`src/rtl/cpu_pkg.sv`:
```
// Shared CPU definitions for the fetch front end.
//   INST_W / ADDR_W    : instruction and address widths
//   RESET_PC_DEFAULT   : default boot PC
//   NOP_INST           : word presented on id_inst when nothing is buffered
//   fetch_bundle_t     : {inst, pc} pair handed from fetch to decode
package cpu_pkg;

    localparam int unsigned INST_W = 32;
    localparam int unsigned ADDR_W = 32;

    localparam logic [ADDR_W-1:0] RESET_PC_DEFAULT = 32'hBFC0_0000;
    localparam logic [INST_W-1:0] NOP_INST         = 32'h0000_0000;

    typedef struct packed {
        logic [INST_W-1:0] inst;
        logic [ADDR_W-1:0] pc;
    } fetch_bundle_t;

endpackage

```
`src/rtl/fetch_fifo.sv`:
```
// Synchronous FIFO of fetch bundles. Used both as the instruction buffer and as
// the queue that carries each outstanding request's PC.
//   clk, rst   : clock, asynchronous active-high reset
//   clear      : drop all entries (dominates push/pop)
//   push       : write push_data
//   pop        : discard head (ignored when empty)
//   head       : oldest entry, valid when !empty
//   count      : number of stored entries
//   full/empty : status flags
// DEPTH need not be a power of two; pointers wrap explicitly.
module fetch_fifo
    import cpu_pkg::*;
#(
    parameter int unsigned DEPTH = 2,
    localparam int unsigned CNT_W = $clog2(DEPTH + 1)
) (
    input  logic             clk,
    input  logic             rst,
    input  logic             clear,
    input  logic             push,
    input  fetch_bundle_t    push_data,
    input  logic             pop,
    output fetch_bundle_t    head,
    output logic [CNT_W-1:0] count,
    output logic             full,
    output logic             empty
);

    localparam int unsigned PTR_W = (DEPTH > 1) ? $clog2(DEPTH) : 1;

    fetch_bundle_t    mem_q [DEPTH];
    logic [PTR_W-1:0] wr_ptr_q, wr_ptr_d;
    logic [PTR_W-1:0] rd_ptr_q, rd_ptr_d;
    logic [CNT_W-1:0] count_q, count_d;
    logic             do_push;
    logic             do_pop;

    function automatic logic [PTR_W-1:0] ptr_inc(input logic [PTR_W-1:0] ptr);
        if (ptr == PTR_W'(DEPTH - 1)) begin
            return '0;
        end
        return ptr + PTR_W'(1);
    endfunction

    assign empty   = (count_q == '0);
    assign full    = (count_q == CNT_W'(DEPTH));
    assign count   = count_q;
    assign head    = mem_q[rd_ptr_q];
    assign do_push = push && !clear;
    assign do_pop  = pop && !clear && !empty;

    always_comb begin
        wr_ptr_d = wr_ptr_q;
        rd_ptr_d = rd_ptr_q;
        count_d  = count_q;
        if (clear) begin
            wr_ptr_d = '0;
            rd_ptr_d = '0;
            count_d  = '0;
        end else begin
            if (do_push) begin
                wr_ptr_d = ptr_inc(wr_ptr_q);
            end
            if (do_pop) begin
                rd_ptr_d = ptr_inc(rd_ptr_q);
            end
            count_d = count_q + CNT_W'(do_push) - CNT_W'(do_pop);
        end
    end

    always_ff @(posedge clk or posedge rst) begin
        if (rst) begin
            wr_ptr_q <= '0;
            rd_ptr_q <= '0;
            count_q  <= '0;
        end else begin
            wr_ptr_q <= wr_ptr_d;
            rd_ptr_q <= rd_ptr_d;
            count_q  <= count_d;
        end
    end

    // Storage carries no reset; occupancy is tracked by the pointers.
    always_ff @(posedge clk) begin
        if (do_push) begin
            mem_q[wr_ptr_q] <= push_data;
        end
    end

    push_overflow: assert property (@(posedge clk) disable iff (rst)
        !(do_push && full && !do_pop));

endmodule

```
`src/rtl/inst_fetch.sv`:
```
// Instruction fetch front end: holds the PC, issues in-order word fetches,
// buffers returned words and hands {inst, pc} to decode over valid/ready.
//   clk, rst                     : clock, asynchronous active-high reset
//   imem_req_valid/ready, addr   : fetch request channel
//   imem_rsp_valid, imem_rsp_data: in-order response channel
//   redirect_valid, redirect_pc  : single-cycle flush and new PC
//   id_valid/ready, id_inst/pc   : decode handshake
// Optional macro FETCH_BYPASS_EN: a response arriving while the buffer is
// empty is forwarded combinationally to decode in the same cycle.
module inst_fetch
    import cpu_pkg::*;
#(
    parameter logic [ADDR_W-1:0] RESET_PC        = RESET_PC_DEFAULT,
    parameter int unsigned       FIFO_DEPTH      = 2,
    parameter int unsigned       MAX_OUTSTANDING = 2
) (
    input  logic              clk,
    input  logic              rst,
    output logic              imem_req_valid,
    input  logic              imem_req_ready,
    output logic [ADDR_W-1:0] imem_addr,
    input  logic              imem_rsp_valid,
    input  logic [INST_W-1:0] imem_rsp_data,
    input  logic              redirect_valid,
    input  logic [ADDR_W-1:0] redirect_pc,
    output logic              id_valid,
    input  logic              id_ready,
    output logic [INST_W-1:0] id_inst,
    output logic [ADDR_W-1:0] id_pc
);

    localparam int unsigned CNT_W = $clog2(FIFO_DEPTH + 1);
    localparam int unsigned OUT_W = $clog2(MAX_OUTSTANDING + 1);
    localparam int unsigned SUM_W = CNT_W + 1;

    logic [ADDR_W-1:0] pc_q, pc_d;
    logic [OUT_W-1:0]  outstanding_q, outstanding_d;
    logic [OUT_W-1:0]  drop_q, drop_d;

    fetch_bundle_t     fifo_head;
    logic [CNT_W-1:0]  fifo_count;
    logic              fifo_full, fifo_empty, fifo_push, fifo_pop;

    fetch_bundle_t     pcq_head;
    logic [OUT_W-1:0]  pcq_count;
    logic              pcq_full, pcq_empty;

    logic [SUM_W-1:0]  in_flight;
    logic              accept;
    logic              rsp_keep;
    logic              bypass;

    // Words already buffered plus words still owed by memory that will be kept.
    assign in_flight = SUM_W'(fifo_count) + SUM_W'(outstanding_q) - SUM_W'(drop_q);

    assign imem_req_valid = !rst && !redirect_valid &&
                            (outstanding_q < OUT_W'(MAX_OUTSTANDING)) &&
                            (in_flight < SUM_W'(FIFO_DEPTH));
    assign imem_addr      = pc_q;
    assign accept         = imem_req_valid && imem_req_ready;

    // A response is kept only if it belongs to the current fetch stream.
    assign rsp_keep = imem_rsp_valid && (drop_q == '0) && !redirect_valid;

`ifdef FETCH_BYPASS_EN
    assign bypass = !rst && fifo_empty && rsp_keep;
`else
    assign bypass = 1'b0;
`endif

    assign id_valid  = !rst && !redirect_valid && (!fifo_empty || bypass);
    assign fifo_pop  = id_valid && id_ready && !fifo_empty;
    assign fifo_push = rsp_keep && !(bypass && id_ready);

    always_comb begin
        id_inst = NOP_INST;
        id_pc   = pc_q;
        if (bypass) begin
            id_inst = imem_rsp_data;
            id_pc   = pcq_head.pc;
        end else if (!fifo_empty) begin
            id_inst = fifo_head.inst;
            id_pc   = fifo_head.pc;
        end
    end

    always_comb begin
        pc_d          = pc_q;
        outstanding_d = outstanding_q + OUT_W'(accept) - OUT_W'(imem_rsp_valid);
        drop_d        = drop_q;
        if (redirect_valid) begin
            pc_d   = {redirect_pc[ADDR_W-1:2], 2'b00};
            // Everything still owed after this cycle's response belongs to the old stream.
            drop_d = outstanding_q - OUT_W'(imem_rsp_valid);
        end else begin
            if (accept) begin
                pc_d = pc_q + 32'd4;
            end
            if (imem_rsp_valid && (drop_q != '0)) begin
                drop_d = drop_q - OUT_W'(1);
            end
        end
    end

    always_ff @(posedge clk or posedge rst) begin
        if (rst) begin
            pc_q          <= RESET_PC;
            outstanding_q <= '0;
            drop_q        <= '0;
        end else begin
            pc_q          <= pc_d;
            outstanding_q <= outstanding_d;
            drop_q        <= drop_d;
        end
    end

    fetch_fifo #(
        .DEPTH (FIFO_DEPTH)
    ) u_inst_buf (
        .clk       (clk),
        .rst       (rst),
        .clear     (redirect_valid),
        .push      (fifo_push),
        .push_data ('{inst: imem_rsp_data, pc: pcq_head.pc}),
        .pop       (fifo_pop),
        .head      (fifo_head),
        .count     (fifo_count),
        .full      (fifo_full),
        .empty     (fifo_empty)
    );

    // Holds the PC of every kept request; dropped responses never had an entry.
    fetch_fifo #(
        .DEPTH (MAX_OUTSTANDING)
    ) u_pc_queue (
        .clk       (clk),
        .rst       (rst),
        .clear     (redirect_valid),
        .push      (accept),
        .push_data ('{inst: NOP_INST, pc: pc_q}),
        .pop       (rsp_keep),
        .head      (pcq_head),
        .count     (pcq_count),
        .full      (pcq_full),
        .empty     (pcq_empty)
    );

    logic unused_sink;
    assign unused_sink = ^{pcq_head.inst, pcq_count, pcq_full, pcq_empty, fifo_full,
                           redirect_pc[1:0]};

endmodule

```
`config.mk`:
```
export PLATFORM = sky130hd
export DESIGN_NAME = inst_fetch
export DESIGN_NICKNAME = d
export VERILOG_FILES = /design/src/rtl/cpu_pkg.sv /design/src/rtl/fetch_fifo.sv /design/src/rtl/inst_fetch.sv
export SDC_FILE = /design/constraint.sdc
export NUM_CORES = 1
export LEC_CHECK = 0
export ABC_CLOCK_PERIOD_IN_PS = 6500
export BUFFER_PORTS_ARGS = -buffer_cell sky130_fd_sc_hd__buf_2
export CORE_MARGIN = 2
export CORE_UTILIZATION = 55
export CTS_CLUSTER_SIZE = 28
export DETAILED_ROUTE_END_ITERATION = 6
export GPL_TIMING_DRIVEN = 0
export PLACE_DENSITY = 0.88
export RECOVER_POWER = 50
export SYNTH_ARGS = -nofsm -noshare
export SYNTH_HDL_FRONTEND = slang
export SYNTH_SLANG_ARGS = --single-unit
```
`constraint.sdc`:
```
create_clock -name clk -period 6.5 [get_ports clk]
set_clock_uncertainty 0.2 [all_clocks]
set_input_delay 0.65 -clock clk [delete_from_list [all_inputs] [get_ports clk]]
set_output_delay 0.65 -clock clk [all_outputs]
set_load 0.1 [all_outputs]
```
## Yosys cells after proc, flatten, opt, wreduce, memory -nomap -nowiden

Memories as Yosys holds them, arrays and structs flattened.
Index checks and enable logic that the tools add are counted.

| operators by class | value |
|---|---|
| add/subtract/negate cells | 15 |
| $lt $le $gt $ge | 2 |
| muxes and demuxes | 40 |
| reductions and logical operators | 29 |

Operators with widths:

| kind | count |
|---|---|
| 32-bit 2-to-1 mux | 4 |
| 32-bit by 3-bit adder with 32-bit output (second input constant) | 1 |
| 1-bit 2-to-1 mux | 32 |
| 1-bit logical AND | 15 |
| 2-bit nonzero test | 7 |
| 2-bit 2-to-1 mux | 4 |
| 2-bit by 1-bit subtractor with 2-bit output | 4 |
| 2-bit by 1-bit adder with 2-bit output | 3 |
| 2-bit zero test | 3 |
| 1-bit adder (second input constant) | 4 |
| 1-bit zero test | 4 |
| 2-bit by 2-bit adder with 3-bit output | 1 |
| 3-bit by 2-bit < comparator with 1-bit output (second input constant) | 1 |
| 3-bit by 2-bit subtractor with 3-bit output | 1 |
| 2-bit < comparator (second input constant) | 1 |
| 2-bit by 1-bit subtractor with 2-bit output (second input constant) | 1 |

| storage, ports and cells | value |
|---|---|
| bits in registers | 44 |
| RAM bits | 192 |
| output and inout port bits | 98 |
| logic and storage cells | 97 |
| memories | 2 |

Memory list:

| memory | words | bits a word | rd ports | clocked after Yosys merged registers in | wr ports | RTL line | text |
|---|---|---|---|---|---|---|---|
| u_inst_buf.mem_q | 2 | 64 | 1 | 0 | 1 | fetch_fifo.sv:31 | `fetch_bundle_t mem_q [DEPTH];` |
| u_pc_queue.mem_q | 2 | 32 | 1 | 0 | 1 | fetch_fifo.sv:31 |  |

## Longest topological paths before layout

Gate-level depths: netlist (run 1).

| depth | value |
|---|---|
| depth after elaboration | 12 |
| depth in mapped cells | 11 |

## By module

A second synthesis (run 1) with hierarchy kept.

| unflattened totals | value |
|---|---|
| cell total of the unflattened synthesis | 760 |
| area total of the unflattened synthesis | 12488.2 um^2 |

Modules (own cells, without submodules):

| module | times used | cells each | area an instance (um^2) | seq. area each (um^2) |
|---|---|---|---|---|
| fetch_fifo | 2 | 223 | 4870.9 | 3943.8 |
| inst_fetch | 1 | 314 | 2746.4 | 862.1 |

## Least setup slack after synthesis (run 1)

No wires, ideal clock.

| timing path | value |
|---|---|
| kind | input-to-reg |
| from | input port redirect_valid |
| to | memory u_inst_buf.mem_q[0][10] in the netlist's numbering, enable pin |
| library setup time | 0.558 ns |
| data arrival time | 5.333 ns |
| path slack | 0.409 ns |
| stages on the path | 3 |
| buffers on the path | 2 |
| path through | clkbuf_1 > buf_1 > nor3_1 |

| on the way | value |
|---|---|
| word-level cells in the longest chain between the ends | 5 |

RTL lines:

| what | RTL line | text |
|---|---|---|
| start: declaration | inst_fetch.sv:24 | `input logic redirect_valid,` |
| 1-bit zero test (*) | fetch_fifo.sv:49, inst_fetch.sv:63 |  |
| 1-bit logical AND | inst_fetch.sv:63 | `assign rsp_keep = imem_rsp_valid && (drop_q == '0) && !redirect_valid;` |
| 1-bit logical AND (*) | fetch_fifo.sv:49 | `assign do_push = push && !clear;` |
| 1-bit 2-to-1 mux (*) | fetch_fifo.sv:85 | `if (do_push) begin` |
| 1-bit 2-to-1 mux (implied by the code) (*) | fetch_fifo.sv:86 | `mem_q[wr_ptr_q] <= push_data;` |
| end: declaration | fetch_fifo.sv:31 |  |

Every way passes the cells marked *; elsewhere a longest branch is shown, timed or not.

## Worst setup path in the final report (run 1)

| timing path | value |
|---|---|
| from | register outstanding_q[1] |
| to | output port imem_req_valid |

| on the way | value |
|---|---|
| word-level cells in the longest chain between the ends | 4 |
| elaborated cells on any way between the ends | 6 |
| classes of those cells | add/sub: 2; order compare: 2; reduce/logical: 2 |

RTL lines:

| what | RTL line | text |
|---|---|---|
| start: declaration | inst_fetch.sv:37 | `logic [OUT_W-1:0] outstanding_q, outstanding_d;` |
| start signal: assignment | inst_fetch.sv:112 | `outstanding_q <= outstanding_d;` |
| 2-bit by 2-bit adder with 3-bit output | inst_fetch.sv:54 | `assign in_flight = SUM_W'(fifo_count) + SUM_W'(outstanding_q) - SUM_W'(drop_q);` |
| 3-bit by 2-bit subtractor with 3-bit output | inst_fetch.sv:54 |  |
| 3-bit by 2-bit < comparator with 1-bit output | inst_fetch.sv:58 | `(in_flight < SUM_W'(FIFO_DEPTH));` |
| 1-bit logical AND (*) | inst_fetch.sv:57 | `(outstanding_q < OUT_W'(MAX_OUTSTANDING)) &&` |
| end: declaration | inst_fetch.sv:19 | `output logic imem_req_valid,` |

Marked as above.

==> results of run 1 <==
-- path summary, 6_finish.rpt --
| check | slack, ns | depth (start not counted) | endpoint | from |
|---|---|---|---|---|
| max in group asynchronous | 4.52 | 2 | u_pc_queue.rd_ptr_q | rst |
| worst min register to register | 0.32 | 0 | u_pc_queue.mem_q[0][10] | imem_addr[10] |
| worst max register to register | 2.71 | 10 | imem_addr[22] | outstanding_q[1] |
| min in group asynchronous | 0.60 | 2 | imem_addr[14] | rst |
| worst min-delay path | 0.13 | 1 | u_inst_buf.mem_q[0][57] | imem_rsp_data[25] |
| worst max-delay path | 2.44 | 6 | imem_req_valid | outstanding_q[1] |
-- sequential cells by signal (all words and copies together) (netlist names) --
name                 flops
u_inst_buf.mem_q       124
u_inst_buf.wr_ptr_q      1
u_pc_queue.count         2
u_inst_buf.count         2
outstanding_q            2
u_pc_queue.wr_ptr_q      1
drop_q                   2
imem_addr               30
u_inst_buf.rd_ptr_q      1
u_pc_queue.mem_q        60
u_pc_queue.rd_ptr_q      1
-- cell type report --
class	instances	area (µm²)	share of cell area
Sequential cell	226	6590	0.576
Clock buffer	25	583	0.0510
Tap cell	225	282	0.0246
Timing Repair Buffer	167	823	0.0719
Inverter	14	52.6	0.00459
Clock inverter	17	163	0.0142
Buffer	40	179	0.0156
Antenna cell	1	2.50	0.000219
Multi-Input combinational cell	401	2770	0.242
-- metrics by stage --
stage	power [W]	TNS (ns)	instances	setup slack, ns
6_report	0.00459	0	1116	2.44
5_1_grt	0.00475	0	1115	2.31
4_1_cts	0.00462	0	1115	2.44
3_5_place_dp	0.00332	0	1073	2.73
3_3_place_gp	0.00327	-168.94	1067	-2.73
2_1_floorplan	0.00301	0	681	0.409
-- worst register-to-register path: cells and delay by family (launching register included) --
family | cells | cell delay [ns]
AOI/OAI and AO/OA | 2 | 0.51
adders and majority gates | 2 | 1.16
buffers and inverters | 4 | 0.70
DFF | 1 | 0.47
and+or+nand+nor | 2 | 0.65
-- kinds of logic after synthesis --
group | after synthesis
flops | 226
simple gates | 185
mux | 95
compound gates | 84
buf+inv | 54
xor+xnor | 21
fa+ha+maj | 12
other cells | 1
-- power groups by stage --
stage	Clock [W]	Combinational (W)	Sequential, W
floorplan	0	0.00107	0.00194
global placement	0	0.00144	0.00183
detailed placement	0	0.00149	0.00182
CTS	0.00132	0.00150	0.00179
global route	0.00138	0.00156	0.00181
finish	0.00131	0.00149	0.00179
-- cell usage in the layout, fill, tap and decap left out, types with 11 or more instances in the layout --
cell type  netlist  layout
o31ai_1         12      12
mux2_2          31      18
inv_1           13      13
buf_2            4     122
mux2_1           0      13
or4_1           16      16
clkbuf_1        21      71
clkbuf_16        0      23
edfxtp_1       184     184
xnor2_1         11      11
dfrtp_1         33      33
nor2_1          59      58
o21ai_0         45      45
a31oi_1         17      17
mux2i_1         64      64
nand3_1         11      11
nand2_1         54      54
-- routing by layer --
layer	wire (µm)	GRT usage	vias up	share of wire
met3	1690	0.0526	44	0.076
met2	11000	0.397	290	0.49
met4	555	0.0885	0	0.025
met1	8980	0.311	3155	0.40
met5	0	0	-	0
li1	-	-	2927	-
==> results.yml, run 1 <==
yosys:
  synth_mux_area_frac: 0.103
  synth_edf_count: 184
  syn_area_mm2: 0.00957
  synth-seq-cells: 226
  netlist_instances: 678
  netlist.area_leader.share: 0.577
  synth-simple-area-share: 0.0947
  synth-adder-area-share: 0.0173
  ys_seq_area_frac: 0.689
  synth_area_leader_cell: "edfxtp_1"
  avgSynthCellArea_um2: 14.1
  async_flop_share: 0.186
  synth_top_family_by_area: "multiplexers"
  synth_commonest_cells: "edfxtp_1 (184), mux2i_1 (64), nor2_1 (59)"
  synth_xor_area_frac: 0.0192
  synth-compound-area-share: 0.0523
  synth_cell_types: 46
  synth_top_flop_cell: "edfxtp_1"
  yosysMostFrequentCell: "edfxtp_1"
  synth_area_leaders: "edfxtp_1 (58%), dfrtp_1 (8.6%), mux2i_1 (6.7%)"
  synth-warning-count: 0
sta:
  finalMaxSlewViolations: 52
  finalSetupViolCount: 0
  max_slew_margin: -0.113
  tightest_slew_ns: 1.67
  period_minus_slack_ns: 4.06
  rsz0062_at_grt: "false"
  hold_viol_final: 0
  hold_ws_ns: 0.129
  post-route-period-util: 0.625
  fmax_mhz: 246
place:
  placed_area_mm2: 0.0108
  port-buffer-count: 161
  hpwl_um: 14500
  place_congestion: 0.832
grt:
  antenna_found_initial: 1
  grt_max_degree: 63
  grtUsageTotal: 0.239
  grt_overflow: 0
  grt_pass1_wl_um: 33600
  first_global_vias: 6396
die:
  core_area_mm2: 0.0172
  ioPinCount: 168
  dieArea_mm2: 0.0185
  start_util: 0.557
  rows: 48
  die_w_um: 136
  chipHeight_um: 136
critical_path:
  cp_slowest_cell: "fa_1"
  arrival_ns: 3.21
  cp_max_fo: 6
  cpMostUsedCell: "fa_1"
  cpPeakStageDelay_ns: 0.57
  critPathBufInv: 2
  worstPathRequired_ns: 5.65
  cp_top_family: "adder cells"
  crit_type: "flip-flop to output pin"
  start_kind: "flip-flop"
  cp-end-kind: "output pin"
  crit_path_cell_trace: "fa_1 -> inv_1 -> fa_1 -> xnor2_1 -> and4_1 -> buf_2"
drt:
  wl_um: 22200
  drt_iter0_markers: 559
  firstDrtPassIters: 5
  routed_via_density: 5.75
  wl_per_cell_um: 19.9
  vias: 6416
  post-route-drc-count: 0
  antenna_left: 0
clock_network:
  cts_setup_buffers: 0
  clockRootBuffer: "clkbuf_16"
  cts_inserted_buffers: 23
  clk_latency_ns: 0.51
  cts.sinks: 226
  postCtsHoldBufs: 0
  cts_max_level: 1
  cts.clk_slew.worst_paths_ns: 0.06
  cts_tree: "built"
  post_cts_resized: 0
  clock_path_buffers: 3
power_and_ir_drop:
  pwr-share-clk: 0.285
  seqPwrFrac: 0.391
  p_int_w: 0.00274
  combPwrFrac: 0.325
  peakVddDrop_mv: 0.255
  power.switching_w: 0.00185
  sw_frac_of_total: 0.402
  p_leak_nw: 4.15
  power-per-cell-area_mw_per_mm2: 401
final_layout:
  stdcell_area_mm2: 0.0114
  fillerInstances: 1265
  nets: 955
  fin_util: 0.666
  drive_above_1_share: 0.220
  area_delta_synth_final_pct: 19.6
run_status:
  outcome: "complete, but fails checks"
  violations: "capacitance limit, slew limit"
flow_run:
  drv_cap: 2
min_path:
  min_path_type: "primary input to flip-flop"
(Power assumes the default switching activity.)
==> run 2: changes to the inputs <==
Settings changed: ABC_CLOCK_PERIOD_IN_PS 6500 to 3380, CORE_UTILIZATION 55 to 50, PLACE_DENSITY 0.88 to 0.84.
Clock period 6.5 ns to 3.38 ns, I/O delays scaled along.
==> results.yml, run 2 (same netlist as run 1, synthesis figures left out) <==
power_and_ir_drop:
  pwr-share-clk: 0.287
  sw_frac_of_total: 0.393
  power.switching_w: 0.00362
  seqPwrFrac: 0.375
  power-per-cell-area_mw_per_mm2: 742
  peakVddDrop_mv: 0.593
  p_int_w: 0.00560
  p_leak_nw: 4.66
  combPwrFrac: 0.338
grt:
  antenna_found_initial: 0
  grt_pass1_wl_um: 35200
  grt_max_degree: 63
  grtUsageTotal: 0.225
  first_global_vias: 6628
  grt_overflow: 0
sta:
  finalMaxSlewViolations: 0
  period_minus_slack_ns: 3.43
  setup_ws_ns: -0.0459
  fmax_mhz: 292
  finalSetupViolCount: 8
  hold_ws_ns: 0.0921
  rsz0062_at_grt: "true"
  tightest_slew_ns: 0.984
  fin_setup_tns_ns: -0.143
  post-route-period-util: 1.01
  hold_viol_final: 0
  max_slew_margin: 0.343
drt:
  antenna_left: 0
  wl_met2_um: 11400
  met3_length_um: 1560
  wl_per_cell_um: 19.5
  vias: 6569
  routed_via_density: 5.51
  post-route-drc-count: 0
  drt_iter0_markers: 591
  wl_met1_um: 9640
  top_layer_used: "met4"
  wl_um: 23200
  firstDrtPassIters: 5
clock_network:
  clk_latency_ns: 0.50
  cts.clk_slew.worst_paths_ns: 0.06
  clock_path_buffers: 3
  cts_max_level: 1
  clockRootBuffer: "clkbuf_16"
  cts_inserted_buffers: 23
  cts.sinks: 226
  cts_tree: "built"
run_status:
  violations: "setup timing"
  outcome: "complete, but fails checks"
flow_run:
  drv_cap: 0
final_layout:
  final_cell_mix: "edfxtp_1 (184), buf_2 (164), mux2i_1 (64), dlygate4sd3_1 (64), nor2_1 (58)"
  layout_commonest_cell: "edfxtp_1"
  drive_above_1_share: 0.312
  n_antenna_cell: 0
  largest_register_ffs: 124
  area_delta_synth_final_pct: 29.9
  regMostFlops: "u_inst_buf.mem_q"
  fillerInstances: 1311
  nets: 1026
place:
  hpwl_um: 14500
  place_congestion: 0.839
  port-buffer-count: 161
  pre_cts_ws_ns: -0.223
critical_path:
  cp_max_fo: 4
  crit_type: "flip-flop to flip-flop"
  cp-end-kind: "flip-flop"
  start_kind: "flip-flop"
  worstPathRequired_ns: 3.59
  arrival_ns: 3.64
die:
  rows: 50
  dieArea_mm2: 0.0203
  die_w_um: 142
  core_area_mm2: 0.0188
  ioPinCount: 168
  start_util: 0.510
  chipHeight_um: 142
min_path:
  min_path_type: "primary input to asynchronous set/reset pin"
## run 2: cell types whose count changed in the layout (fill, tap and decap cells not counted), sizes merged
cell	delta
buf	+53
bufinv	+2
clkbuf	-45
clkinv	-5
clkinvlp	+2
diode	-1
dlygate4sd3	+64
inv	-2
## run 2: worst max-delay path, stage by stage, from the launching register on
cell and delay (ns):
dfrtp_1 0.37, inv_2 0.06, fa_1 0.53, inv_1 0.06
fa_1 0.53, nand4bb_1 0.13, buf_6 0.14, or4_4 0.54
buf_4 0.16, or4_4 0.41, a31oi_1 0.20
## run 2: metrics by stage
stage	cells	cell area, µm²	power (W)	util
2_1_floorplan	681	9600	0.00580	-
3_5_place_dp	1081	10800	0.00641	0.576
3_3_place_gp	1076	10700	0.00631	0.570
5_1_grt	1193	12400	0.00953	0.662
4_1_cts	1191	12300	0.00916	0.657
6_report	1193	12400	0.00922	0.662
## run 2: path summary, 6_finish.rpt
| path | slack (ns) | start | to | cells past startpoint |
|---|---|---|---|---|
| setup / recovery | -0.05 | drop_q[1] | imem_addr[29] | 10 |
| hold / removal | 0.09 | rst | drop_q[0] | 3 |
| setup reg to reg | -0.05 | drop_q[1] | imem_addr[29] | 10 |
| hold reg to reg | 0.30 | imem_addr[10] | u_pc_queue.mem_q[0][10] | 0 |
| max in group asynchronous | 2.38 | rst | imem_addr[29] | 4 |
| min in group clk | 0.12 | redirect_valid | imem_addr[5] | 3 |
## run 2: per-layer routing
metal,global-route usage,vias up
met4,0.0776,0
met2,0.384,275
met1,0.297,3189
met3,0.0333,49
li1,-,3056
met5,0,-
## run 2: repair_timing
| item | in CTS | in global routing |
|---|---|---|
| setup endpoints to repair | 113 | 108 |
| resized for setup | 20 | 25 |
| hold endpoints to repair | 128 | 0 |
| buffers inserted | 6 | 3 |
| hold buffers | 64 | 0 |
| pin swaps | 10 | 11 |
## run 2: cell type report
| class | instances | area (µm²) | share of cell area |
|---|---|---|---|
| clock inverter | 14 | 200 | 0.0161 |
| multi-input combinational | 401 | 2870 | 0.231 |
| tap | 234 | 293 | 0.0236 |
| sequential | 226 | 6590 | 0.530 |
| clock buffer | 26 | 587 | 0.0472 |
| buffer | 39 | 208 | 0.0167 |
| timing repair buffer | 239 | 1630 | 0.131 |
| inverter | 14 | 52.6 | 0.00423 |
## run 2: power groups by stage
stage          clock (W)  sequential (W)  combinational [W]
2_1_floorplan          0         0.00373            0.00208
3_3_place_gp           0         0.00350            0.00281
3_5_place_dp           0         0.00351            0.00291
4_1_cts          0.00268         0.00345            0.00303
5_1_grt          0.00279         0.00348            0.00326
6_report         0.00264         0.00346            0.00312
==> run 3: changes to the inputs <==
Settings changed: PLACE_DENSITY 0.84 to 0.75.
==> results.yml, run 3 (same netlist as run 1, synthesis figures left out) <==
final_layout:
  nets: 1029
  drive_above_1_share: 0.297
  area_delta_synth_final_pct: 31.5
  largest_register_ffs: 124
  stdcell_area_mm2: 0.0126
  final_cell_mix: "edfxtp_1 (184), buf_2 (136), mux2i_1 (64)"
  layout_commonest_cell: "edfxtp_1"
  n_antenna_cell: 0
  regMostFlops: "u_inst_buf.mem_q"
  fillerInstances: 1360
  register_area_mm2: 0.00659
  multiInputGateArea_mm2: 0.00293
power_and_ir_drop:
  power.switching_w: 0.00362
  p_leak_nw: 4.66
  sw_frac_of_total: 0.391
  total_power_w: 0.00926
  peakVddDrop_mv: 0.539
  combPwrFrac: 0.336
  power-per-cell-area_mw_per_mm2: 736
  p_int_w: 0.00563
  pwr-share-clk: 0.291
  seqPwrFrac: 0.373
sta:
  hold_viol_final: 0
  setup_ws_ns: -0.132
  finalSetupViolCount: 6
  rsz0062_at_grt: "true"
  tightest_slew_ns: 0.813
  fmax_mhz: 285
  period_minus_slack_ns: 3.51
  finalMaxSlewViolations: 0
  max_slew_margin: 0.450
  hold_ws_ns: 0.0194
  post-route-period-util: 1.04
drt:
  drt_iter0_markers: 606
  vias: 6715
  antenna_left: 0
  firstDrtPassIters: 5
  wl_per_cell_um: 19.7
  post-route-drc-count: 0
  wl_um: 23600
  routed_via_density: 5.61
clock_network:
  cts_max_level: 1
  cts_tree: "built"
  cts.clk_slew.worst_paths_ns: 0.06
  cts.sinks: 226
  cts_inserted_buffers: 23
  clk_latency_ns: 0.50
  clockRootBuffer: "clkbuf_16"
  clock_path_buffers: 3
die:
  die_w_um: 142
  core_area_mm2: 0.0188
  ioPinCount: 168
  start_util: 0.510
  chipHeight_um: 142
  dieArea_mm2: 0.0203
  rows: 50
grt:
  grt_pass1_wl_um: 35700
  grt_max_degree: 53
  first_global_vias: 6664
  grt_overflow: 0
  grtUsageTotal: 0.229
  antenna_found_initial: 0
place:
  pre_cts_ws_ns: -0.223
  port-buffer-count: 161
  hpwl_um: 14700
  placed_area_mm2: 0.0109
  place_congestion: 0.819
critical_path:
  cp_slowest_cell: "fa_1"
  crit_type: "flip-flop to flip-flop"
  crit_path_cell_trace: "fa_1 -> inv_2 -> fa_2 -> nand4bb_1 -> buf_6 -> or4_4 -> buf_4 -> or4_1 -> a31oi_1"
  cp-end-kind: "flip-flop"
  worstPathRequired_ns: 3.58
  timing.rr.start: "outstanding_q[1]"
  startpoint: "outstanding_q[1]"
  start_kind: "flip-flop"
  cp_max_fo: 5
  cp_top_family: "adder cells"
  arrival_ns: 3.72
  critPathBufInv: 3
  cpPeakStageDelay_ns: 0.55
run_status:
  violations: "setup timing"
  outcome: "complete, but fails checks"
min_path:
  min_from: "imem_rsp_valid"
  min_path_type: "primary input to flip-flop"
flow_run:
  drv_cap: 0
-- run 3: changes by cell type in the layout (fill, tap and decap cells not counted), moves of 3 or more --
| cell | change |
|---|---|
| buf_2 | -28 |
| buf_16 | +3 |
| buf_6 | -3 |
| clkbuf_8 | +3 |
| clkbuf_1 | +22 |
| clkbuf_4 | +4 |
-- run 3: worst reg2reg max path, cell delays in order, from the launching register on --
cell	delay [ns]
dfrtp_2	0.42
fa_1	0.55
inv_2	0.04
fa_2	0.55
nand4bb_1	0.13
buf_6	0.15
or4_4	0.45
buf_4	0.16
or4_1	0.51
a31oi_1	0.25
-- run 3: metal layers --
metal / routed length (µm) / GRT usage / part of all wire / vias up
met5: 0 / 0 / 0 / -
met4: 411 / 0.0578 / 0.017 / 0
met3: 1690 / 0.0444 / 0.071 / 41
met2: 11800 / 0.393 / 0.50 / 300
met1: 9710 / 0.301 / 0.41 / 3302
li1: - / - / - / 3072
-- run 3: power groups by stage --
stage	clock, W	combinational [W]	sequential, W
3_5_place_dp	0	0.00291	0.00351
2_1_floorplan	0	0.00208	0.00373
5_1_grt	0.00286	0.00327	0.00348
4_1_cts	0.00273	0.00305	0.00345
3_3_place_gp	0	0.00282	0.00351
6_report	0.00269	0.00311	0.00345
-- run 3: stage by stage --
step,std cells,utilization,TNS [ns]
2_1_floorplan,681,-,0
4_1_cts,1194,0.664,0
3_3_place_gp,1076,0.570,-146.60
5_1_grt,1197,0.670,-1.02
6_report,1197,0.670,-0.239
3_5_place_dp,1083,0.580,-7.55
-- run 3: area by class of cell --
cell class / count / share of cell area
Clock buffer: 29 / 0.0516
Tap cell: 234 / 0.0233
Multi-Input combinational cell: 402 / 0.233
Timing Repair Buffer: 241 / 0.135
Sequential cell: 226 / 0.524
Inverter: 14 / 0.00418
Clock inverter: 12 / 0.0130
Buffer: 39 / 0.0163
-- run 3: final timing paths --
kind	to	slack [ns]	cells after the start
hold / removal	drop_q[0]	0.02	3
min in group asynchronous	outstanding_q[0]	0.08	3
setup / recovery	imem_addr[29]	-0.13	9
hold reg to reg	u_pc_queue.mem_q[1][10]	0.34	0
max in group asynchronous	imem_addr[28]	2.40	4
setup reg to reg	imem_addr[29]	-0.13	9
-- run 3: repair_timing --
item	in CTS	in global routing
gates resized for setup	27	32
hold buffers	63	0
pin swaps	11	23
gates cloned	0	2
endpoints found under the setup margin	85	73
hold endpoints to repair	132	0
setup buffers	7	2
